==> src/rtl/trig_readout_arbiter.sv <==
// Round-robin arbiter sharing one waveform capture engine among N_CH trigger channels.
// Each grant runs start -> wait for done or timeout -> deadtime before the next grant.
//
// state  | meaning
// S_IDLE | no capture in flight; grants the next pending channel
// S_WAIT | capture started, waiting for cap_done or timeout
// S_DEAD | enforced idle gap after a capture
module trig_readout_arbiter #(
    parameter int N_CH     = 4,
    parameter int DEADTIME = 8,
    parameter int TIMEOUT  = 1024
) (
    input  logic                    clk,
    input  logic                    reset_n,
    input  logic                    enable,
    input  logic [N_CH-1:0]         trig_in,
    input  logic                    cap_done,
    output logic                    cap_start,
    output logic [$clog2(N_CH)-1:0] cap_ch,
    output logic                    busy,
    output logic [N_CH-1:0]         pending,
    output logic [N_CH-1:0]         drop,
    output logic                    timeout_err
);

    localparam int CHW = $clog2(N_CH);
    localparam logic [31:0] TO_LAST = 32'(TIMEOUT - 1);
    localparam logic [31:0] DT_LAST = (DEADTIME > 0) ? 32'(DEADTIME - 1) : 32'd0;

    typedef enum logic [1:0] {
        S_IDLE = 2'd0,
        S_WAIT = 2'd1,
        S_DEAD = 2'd2
    } state_t;

    state_t            state;
    state_t            state_nxt;
    logic [N_CH-1:0]   trig_q;
    logic [N_CH-1:0]   edge_det;
    logic [N_CH-1:0]   grant_vec;
    logic [N_CH-1:0]   pending_nxt;
    logic [N_CH-1:0]   drop_nxt;
    logic [CHW-1:0]    last_grant;
    logic [CHW-1:0]    last_grant_nxt;
    logic [CHW-1:0]    sel;
    logic [CHW-1:0]    cap_ch_nxt;
    logic [31:0]       counter;
    logic [31:0]       counter_nxt;
    logic              cap_start_nxt;
    logic              timeout_nxt;

    // First requesting channel after 'last', wrapping around.
    function automatic logic [CHW-1:0] rr_pick(input logic [N_CH-1:0] req,
                                               input logic [CHW-1:0]  last);
        logic [CHW-1:0] pick;
        logic [CHW-1:0] cand;
        logic           found;
        pick  = last;
        found = 1'b0;
        for (int i = 1; i <= N_CH; i++) begin
            cand = CHW'((int'(last) + i) % N_CH);
            if (!found && req[cand]) begin
                pick  = cand;
                found = 1'b1;
            end
        end
        return pick;
    endfunction

    assign edge_det    = trig_in & ~trig_q;
    assign pending_nxt = enable ? ((pending & ~grant_vec) | edge_det) : '0;
    assign drop_nxt    = edge_det & pending & ~grant_vec & {N_CH{enable}};
    assign busy        = (state != S_IDLE);

    always_ff @(posedge clk) begin
        if (!reset_n) begin
            state <= S_IDLE;
        end else begin
            state <= state_nxt;
        end
    end

    always_comb begin
        state_nxt = state;
        case (state)
            S_IDLE: if (|pending) state_nxt = S_WAIT;
            S_WAIT: if (cap_done || counter == TO_LAST)
                        state_nxt = (DEADTIME > 0) ? S_DEAD : S_IDLE;
            S_DEAD: if (counter == DT_LAST) state_nxt = S_IDLE;
            default: state_nxt = S_IDLE;
        endcase
    end

    always_comb begin
        sel            = rr_pick(pending, last_grant);
        grant_vec      = '0;
        cap_start_nxt  = 1'b0;
        timeout_nxt    = 1'b0;
        counter_nxt    = counter;
        cap_ch_nxt     = cap_ch;
        last_grant_nxt = last_grant;
        case (state)
            S_IDLE: begin
                if (|pending) begin
                    grant_vec[sel] = 1'b1;
                    cap_start_nxt  = 1'b1;
                    cap_ch_nxt     = sel;
                    last_grant_nxt = sel;
                    counter_nxt    = '0;
                end
            end
            S_WAIT: begin
                counter_nxt = counter + 32'd1;
                if (cap_done) begin
                    counter_nxt = '0;
                end else if (counter == TO_LAST) begin
                    timeout_nxt = 1'b1;
                    counter_nxt = '0;
                end
            end
            S_DEAD: counter_nxt = counter + 32'd1;
            default: begin
                cap_ch_nxt  = '0;
                counter_nxt = '0;
            end
        endcase
    end

    always_ff @(posedge clk) begin
        if (!reset_n) begin
            trig_q      <= '0;
            pending     <= '0;
            drop        <= '0;
            last_grant  <= CHW'(N_CH - 1);
            counter     <= '0;
            cap_start   <= 1'b0;
            cap_ch      <= '0;
            timeout_err <= 1'b0;
        end else begin
            trig_q      <= trig_in;
            pending     <= pending_nxt;
            drop        <= drop_nxt;
            last_grant  <= last_grant_nxt;
            counter     <= counter_nxt;
            cap_start   <= cap_start_nxt;
            cap_ch      <= cap_ch_nxt;
            timeout_err <= timeout_nxt;
        end
    end

endmodule
==> config.mk <==
export PLATFORM = sky130hd
export DESIGN_NAME = trig_readout_arbiter
export DESIGN_NICKNAME = d
export VERILOG_FILES = /design/src/rtl/trig_readout_arbiter.sv
export SDC_FILE = /design/constraint.sdc
export NUM_CORES = 1
export LEC_CHECK = 0
export BUFFER_PORTS_ARGS = -buffer_cell sky130_fd_sc_hd__buf_2
export CAP_MARGIN = 20
export CELL_PAD_IN_SITES_DETAIL_PLACEMENT = 0
export CELL_PAD_IN_SITES_GLOBAL_PLACEMENT = 2
export CORE_ASPECT_RATIO = 0.5
export CORE_UTILIZATION = 32
export DETAILED_ROUTE_END_ITERATION = 10
export HOLD_SLACK_MARGIN = 0.08
export PLACE_DENSITY_LB_ADDON = 0.1
export SLEW_MARGIN = 20
export SYNTH_ARGS = -nofsm -noshare
export SYNTH_HDL_FRONTEND = slang
export SYNTH_SLANG_ARGS = --single-unit
==> constraint.sdc <==
create_clock -name clk -period 2.2 [get_ports clk]
set_input_delay 0.44 -clock clk [delete_from_list [all_inputs] [get_ports clk]]
set_output_delay 0.44 -clock clk [all_outputs]
set_load 0.005 [all_outputs]
==> reports/metrics.yaml, run 1 <==
floorplanning:
  floorplan.io_pins: 21
  initial_core_util: 0.341
  row_count: 22
  fp.dieArea_sq_um: 8410
  core-area_sq_um: 7540
  floorplan.die.width_um: 129
  dieHeight_um: 65.4
setup_path:
  critPathMaxStageDelay_ns: 0.39
  r2r_slack_ns: 0.14
  regToRegStartpoint: "counter[0]"
  cpMaxStageDelayCell: "dfxtp_1"
  crit_path_start: "counter[0]"
  worst-path-stages: 7
  crit_path_start_kind: "flop"
  worstPathCellList: "ha_2 > nor4b_2 > nand4_1 > o31a_1 > o31ai_4 > buf_4 > o211ai_1"
  timing.rr.end: "counter[11]"
  crit_arrival_ns: 2.23
  crit_path_end_kind: "flop"
  sum_of_buffers_and_inverters_on_the_critical_path: 1
  worst-path-max-fanout: 8
  crit_path_end: "counter[11]"
  crit_family: "compound AO/OA/AOI/OAI gates"
  type_of_the_worst_setup_path: "reg -> reg"
  timing.reg2reg.worst_path_depth: 7
  worst_ep_required_time_ns: 2.37
grt:
  grt_start_max_net_pins: 26
  vias_in_the_first_global_route: 2141
  grt_first_pass_wirelength_mm: 10.8
  number_of_antenna_violations_at_the_first_check_in_global_routing: 0
  groute.usage.overall: 0.168
  grt_remaining_overflow: 0
power_and_ir_drop:
  vdd_drop_max_mv: 0.288
  p_leak_nw: 1.08
  power_mw: 2.34
  power.density_cell_area_nw_per_um2: 762
placed_design:
  globalplace.congestion: 0.747
  dp_hpwl_mm: 4.41
  dpl_cell_area_sq_um: 2910
  port_buffers: 20
synth:
  yosys_warnings: 0
  synth_cell_types: 49
  ys_seq_area_frac: 0.405
  syn-num-nets: 316
  ys_ff_latch: 52
  top_cell_type_by_total_area_after_synthesis: "dfxtp_1"
  simple_gate_share_of_the_synthesized_area: 0.299
  synth_commonest_cells: "52 x dfxtp_1, 34 x nor2_1, 24 x nand2_1"
  synthCells: 304
  synthArstFlopShare: 0
  dominant_combinational_cell_family_by_area_after_synthesis: "simple AND/OR/NAND/NOR gates"
  synth.cell_area_sq_um: 2570
  syn_area_per_cell_sq_um: 8.45
  synthMostInstantiatedCell: "dfxtp_1"
  yosys.area.top_type_share: 0.405
  yosys.area_share.adder: 0.0195
  yosys-mux-area-fraction: 0.0117
  post_synth_edffs: 0
  synthFlopType: "dfxtp_1"
  synthTopCellsByArea: "dfxtp_1 41%, xnor2_1 7.8%, nor4_1 5.6%, nor2_1 5.0%, nand2_1 3.5%"
  synth-xor-area-share: 0.0784
  synth-compound-area-share: 0.137
clocking:
  cts.root.buffer_cell: "clkbuf_16"
  clock_buffer_depth: 2
  cts.sink_count: 52
  htree_levels: 2
  clk_pin_slew_worst_paths_ns: 0.07
  hold_buffer_count_at_cts: 0
  number_of_cts_inserted_buffers: 5
  cts_tree: "done"
  clk_latency_ns: 0.29
routing:
  drt_drc_violations_left: 0
  wl_final_mm: 6.40
  via_count: 2301
  post_drt_wl_per_cell_um: 14.3
  drt-initial-drc-count: 110
  antenna_violating_nets_post_route: 0
  drtPass1Iterations: 4
  route.detailed.vias_per_inst: 5.16
timing:
  totalNegativeSetupSlack_ns: 0
  timing_worst_slew_pin_value_ns: 0.533
  largest_clock_skew_in_the_final_design_ns: 0.00371
  timing.slew.headroom: 0.642
  period_minus_slack_ns: 2.06
  clock.fmax_mhz: 485
  slew_viol_final: 0
  setup_viols_final: 0
  min_period_over_period: 0.937
  hold_violations: 0
finish:
  area_growth_syn_to_layout_pct: 19.7
  post_route_cells_drive_above_1_share: 0.175
  final_nets: 349
  post-route-util: 0.408
  design_area_sq_um: 3070
  num_antenna_cells: 0
flow_run:
  cap_viol_max_count: 0
min_path:
  hp-class: "in -> reg"
outcome:
  run_status: "finished, final reports clean"
## what timing repair did
action / in CTS / in global routing
buffers inserted: 0 / 0
gates resized for setup: 0 / 3
setup endpoints to repair: 0 / 31
endpoints found under the hold margin: 0 / 0
## cells in the final DEF (no fill, tap or decap), types with 2 or more instances in the layout
cell,count
xnor2_1,23
and4_1,3
nor3_1,9
clkbuf_16,5
a21oi_1,10
buf_2,20
dfxtp_1,52
clkinv_2,2
nand2b_1,4
buf_12,2
mux2i_1,3
or3_1,2
nand2_1,24
nor2_1,34
o31ai_1,5
o31a_1,2
o2111ai_1,2
nand3_1,13
buf_4,19
nor4_1,23
o22ai_1,2
inv_1,11
ha_1,3
and2_1,9
nand4_1,6
and3_1,5
o2111ai_2,2
o21ai_0,10
o211ai_1,8
a31oi_1,2
## per-stage QoR
stage | hold WS, ns | std cells | setup WS [ns]
after detailed placement | 0.480 | 438 | 0.0663
after CTS | 0.359 | 446 | 0.0416
after floorplan | 0.455 | 304 | 0.162
after global placement | 0.467 | 438 | 0.131
final | 0.364 | 446 | 0.138
after global routing | 0.373 | 446 | -0.00977
## power by group
group          total, mW  internal (mW)  switching [mW]
combinational      0.513          0.199           0.314
clock              0.796          0.449           0.346
sequential          1.03          0.990          0.0431
total               2.34           1.64           0.703
## kinds of logic after synthesis
kind of cell	Yosys count
XOR/XNOR	23
flip-flops	52
AND/OR/NAND/NOR	145
buffers and inverters	28
adder cells (fa/ha/maj)	4
AO/OA/AOI/OAI	49
multiplexers	3
## how the worst min path moves through the flow
stage,startpoint,endpoint,slack [ns],depth (start not counted)
after global routing,trig_in[3],trig_q[3],0.37,2
after floorplan,state[1],state[1],0.45,2
after CTS,trig_in[1],trig_q[1],0.36,2
final,trig_in[1],trig_q[1],0.36,2
after detailed placement,state[1],state[1],0.48,2
after global placement,state[1],state[1],0.47,2
## metal layers
metal | track usage | vias up | part of all wire
met1 | 0.231 | 1102 | 0.54
met2 | 0.263 | 31 | 0.42
met4 | 0.0426 | 0 | 0.0088
li1 | - | 1163 | -
met5 | 0 | - | 0
met3 | 0.0423 | 5 | 0.035
## cell type report
class	count	area [sq um]
multi-input cells	224	1410
clock buffers	6	139
clock inverters	2	10.0
inverters	12	45.0
well taps	108	135
fillers	801	4470
flip-flops and latches	52	1040
repair buffers	42	294
## sequential cells by signal, summed over array words and instances (netlist names)
name,flops
state,2
cap_ch,2
drop,4
last_grant,2
counter,32
trig_q,4
cap_start,1
pending,4
timeout_err,1
No activity file was read; power rests on OpenSTA's default activity.
==> inputs of run 2 (changes only) <==
CELL_PAD_IN_SITES_DETAIL_PLACEMENT = 1   (was 0)
==> reports/metrics.yaml, run 2 (synthesized netlist as in run 1, its figures left out) <==
clocking:
  cts.root.buffer_cell: "clkbuf_16"
  hold_buffer_count_at_cts: 0
  post_cts.repair.setup_buffers: 0
  clk_latency_ns: 0.29
  cts_tree: "done"
  clk_pin_slew_worst_paths_ns: 0.07
  clock_buffer_depth: 2
  number_of_cts_inserted_buffers: 5
  htree_levels: 2
  cts.sink_count: 52
timing:
  rsz_0062_raised_after_global_routing: "false"
  setup_viols_final: 0
  clock.fmax_mhz: 487
  min_period_over_period: 0.932
  worst_hold_slack_ns: 0.363
  largest_clock_skew_in_the_final_design_ns: 0.00441
  timing.slew.headroom: 0.599
  period_minus_slack_ns: 2.05
  hold_violations: 0
  totalNegativeSetupSlack_ns: 0
  timing_worst_slew_pin_value_ns: 0.596
  slew_viol_final: 0
setup_path:
  sum_of_buffers_and_inverters_on_the_critical_path: 1
  regToRegStartpoint: "counter[1]"
  worst_ep_required_time_ns: 2.37
  crit_path_start: "counter[1]"
  crit_family: "compound AO/OA/AOI/OAI gates"
  worst-path-stages: 7
  crit_path_end: "counter[11]"
  timing.rr.end: "counter[11]"
  crit_path_end_kind: "flop"
  worst-path-max-fanout: 8
  critPathMaxStageDelay_ns: 0.37
  timing.reg2reg.worst_path_depth: 7
  worstPathCellList: "ha_2 > nor4b_2 > nand4_1 > o31a_1 > o31ai_4 > buf_4 > o211ai_1"
  type_of_the_worst_setup_path: "reg -> reg"
  crit_path_start_kind: "flop"
  crit_arrival_ns: 2.23
  r2r_slack_ns: 0.15
  cpMaxStageDelayCell: "dfxtp_1"
grt:
  grt_start_max_net_pins: 26
  grt_remaining_overflow: 0
  groute.usage.overall: 0.179
  number_of_antenna_violations_at_the_first_check_in_global_routing: 0
  grt_first_pass_wirelength_mm: 11.6
  vias_in_the_first_global_route: 2282
floorplanning:
  fp.dieArea_sq_um: 8410
  row_count: 22
  core-area_sq_um: 7540
  floorplan.io_pins: 21
  initial_core_util: 0.341
  dieHeight_um: 65.4
  floorplan.die.width_um: 129
routing:
  post_drt_wl_per_cell_um: 15.2
  via_count: 2302
  drt-initial-drc-count: 51
  drt_drc_violations_left: 0
  wl_final_mm: 6.78
  antenna_violating_nets_post_route: 0
  route.detailed.vias_per_inst: 5.16
  drtPass1Iterations: 4
min_path:
  hold_path_start: "trig_in[1]"
  hp-class: "in -> reg"
  holdPathStages: 2
placed_design:
  globalplace.congestion: 0.747
  dp_hpwl_mm: 4.78
  port_buffers: 20
finish:
  max_flop_register: "counter"
  layout.cells.most_common_list: "51 x dfxtp_1, 34 x nor2_1, 24 x nand2_1"
  final_nets: 349
  post_route_cells_drive_above_1_share: 0.178
  largest_reg_flops: 32
  commonest_non_fill_non_tap_cell_in_the_layout: "dfxtp_1"
  num_antenna_cells: 0
  area_growth_syn_to_layout_pct: 19.7
  post-route-util: 0.408
  fillerInstances: 919
power_and_ir_drop:
  vdd_drop_max_mv: 0.274
  power_mw: 2.34
  power.density_cell_area_nw_per_um2: 762
  p_leak_nw: 1.08
outcome:
  run_status: "finished, final reports clean"
flow_run:
  cap_viol_max_count: 0
## run 2: cell counts in the layout (fill, tap and decap cells not counted)
Identical to the previous run, type by type.
## run 2: worst min-delay path by stage
stage | endpoint | slack (ns)
floorplan | state[1] | 0.45
global placement | state[1] | 0.47
detailed placement | state[1] | 0.48
CTS | trig_q[1] | 0.35
global route | trig_q[2] | 0.37
finish | trig_q[1] | 0.36
## run 2: area by class of cell
| class | instances | area (sq um) | share of cell area |
|---|---|---|---|
| multi-input combinational | 224 | 1410 | 0.459 |
| clock inverter | 2 | 10.0 | 0.00325 |
| inverter | 12 | 45.0 | 0.0146 |
| clock buffer | 6 | 139 | 0.0452 |
| tap | 108 | 135 | 0.0439 |
| sequential | 52 | 1040 | 0.339 |
| timing repair buffer | 42 | 294 | 0.0956 |
## run 2: power breakdown
| part | switching (mW) | leakage (nW) | internal, mW | total [mW] |
|---|---|---|---|---|
| clock network | 0.351 | 0.0766 | 0.449 | 0.800 |
| registers | 0.0446 | 0.422 | 0.990 | 1.03 |
| logic | 0.312 | 0.586 | 0.198 | 0.509 |
| total | 0.707 | 1.08 | 1.64 | 2.34 |
## run 2: per-layer routing
metal  part of all wire  track usage  up-vias
met3              0.030       0.0423        4
met1               0.53        0.241     1107
met2               0.43        0.293       27
li1                   -            -     1164
met5                  0            0        -
met4             0.0065       0.0353        0
## run 2: repair_timing
action / 4_1_cts / 5_1_grt
endpoints found under the hold margin: 0 / 0
resized for setup: 0 / 4
endpoints found under the setup margin: 0 / 32
## run 2: stage by stage
stage | area (sq um) | setup slack [ns] | std cells
CTS | 3060 | 0.0352 | 446
global route | 3080 | 0.0181 | 446
finish | 3080 | 0.149 | 446
floorplan | 2570 | 0.162 | 304
detailed placement | 2910 | 0.0606 | 438
global placement | 2910 | 0.131 | 438
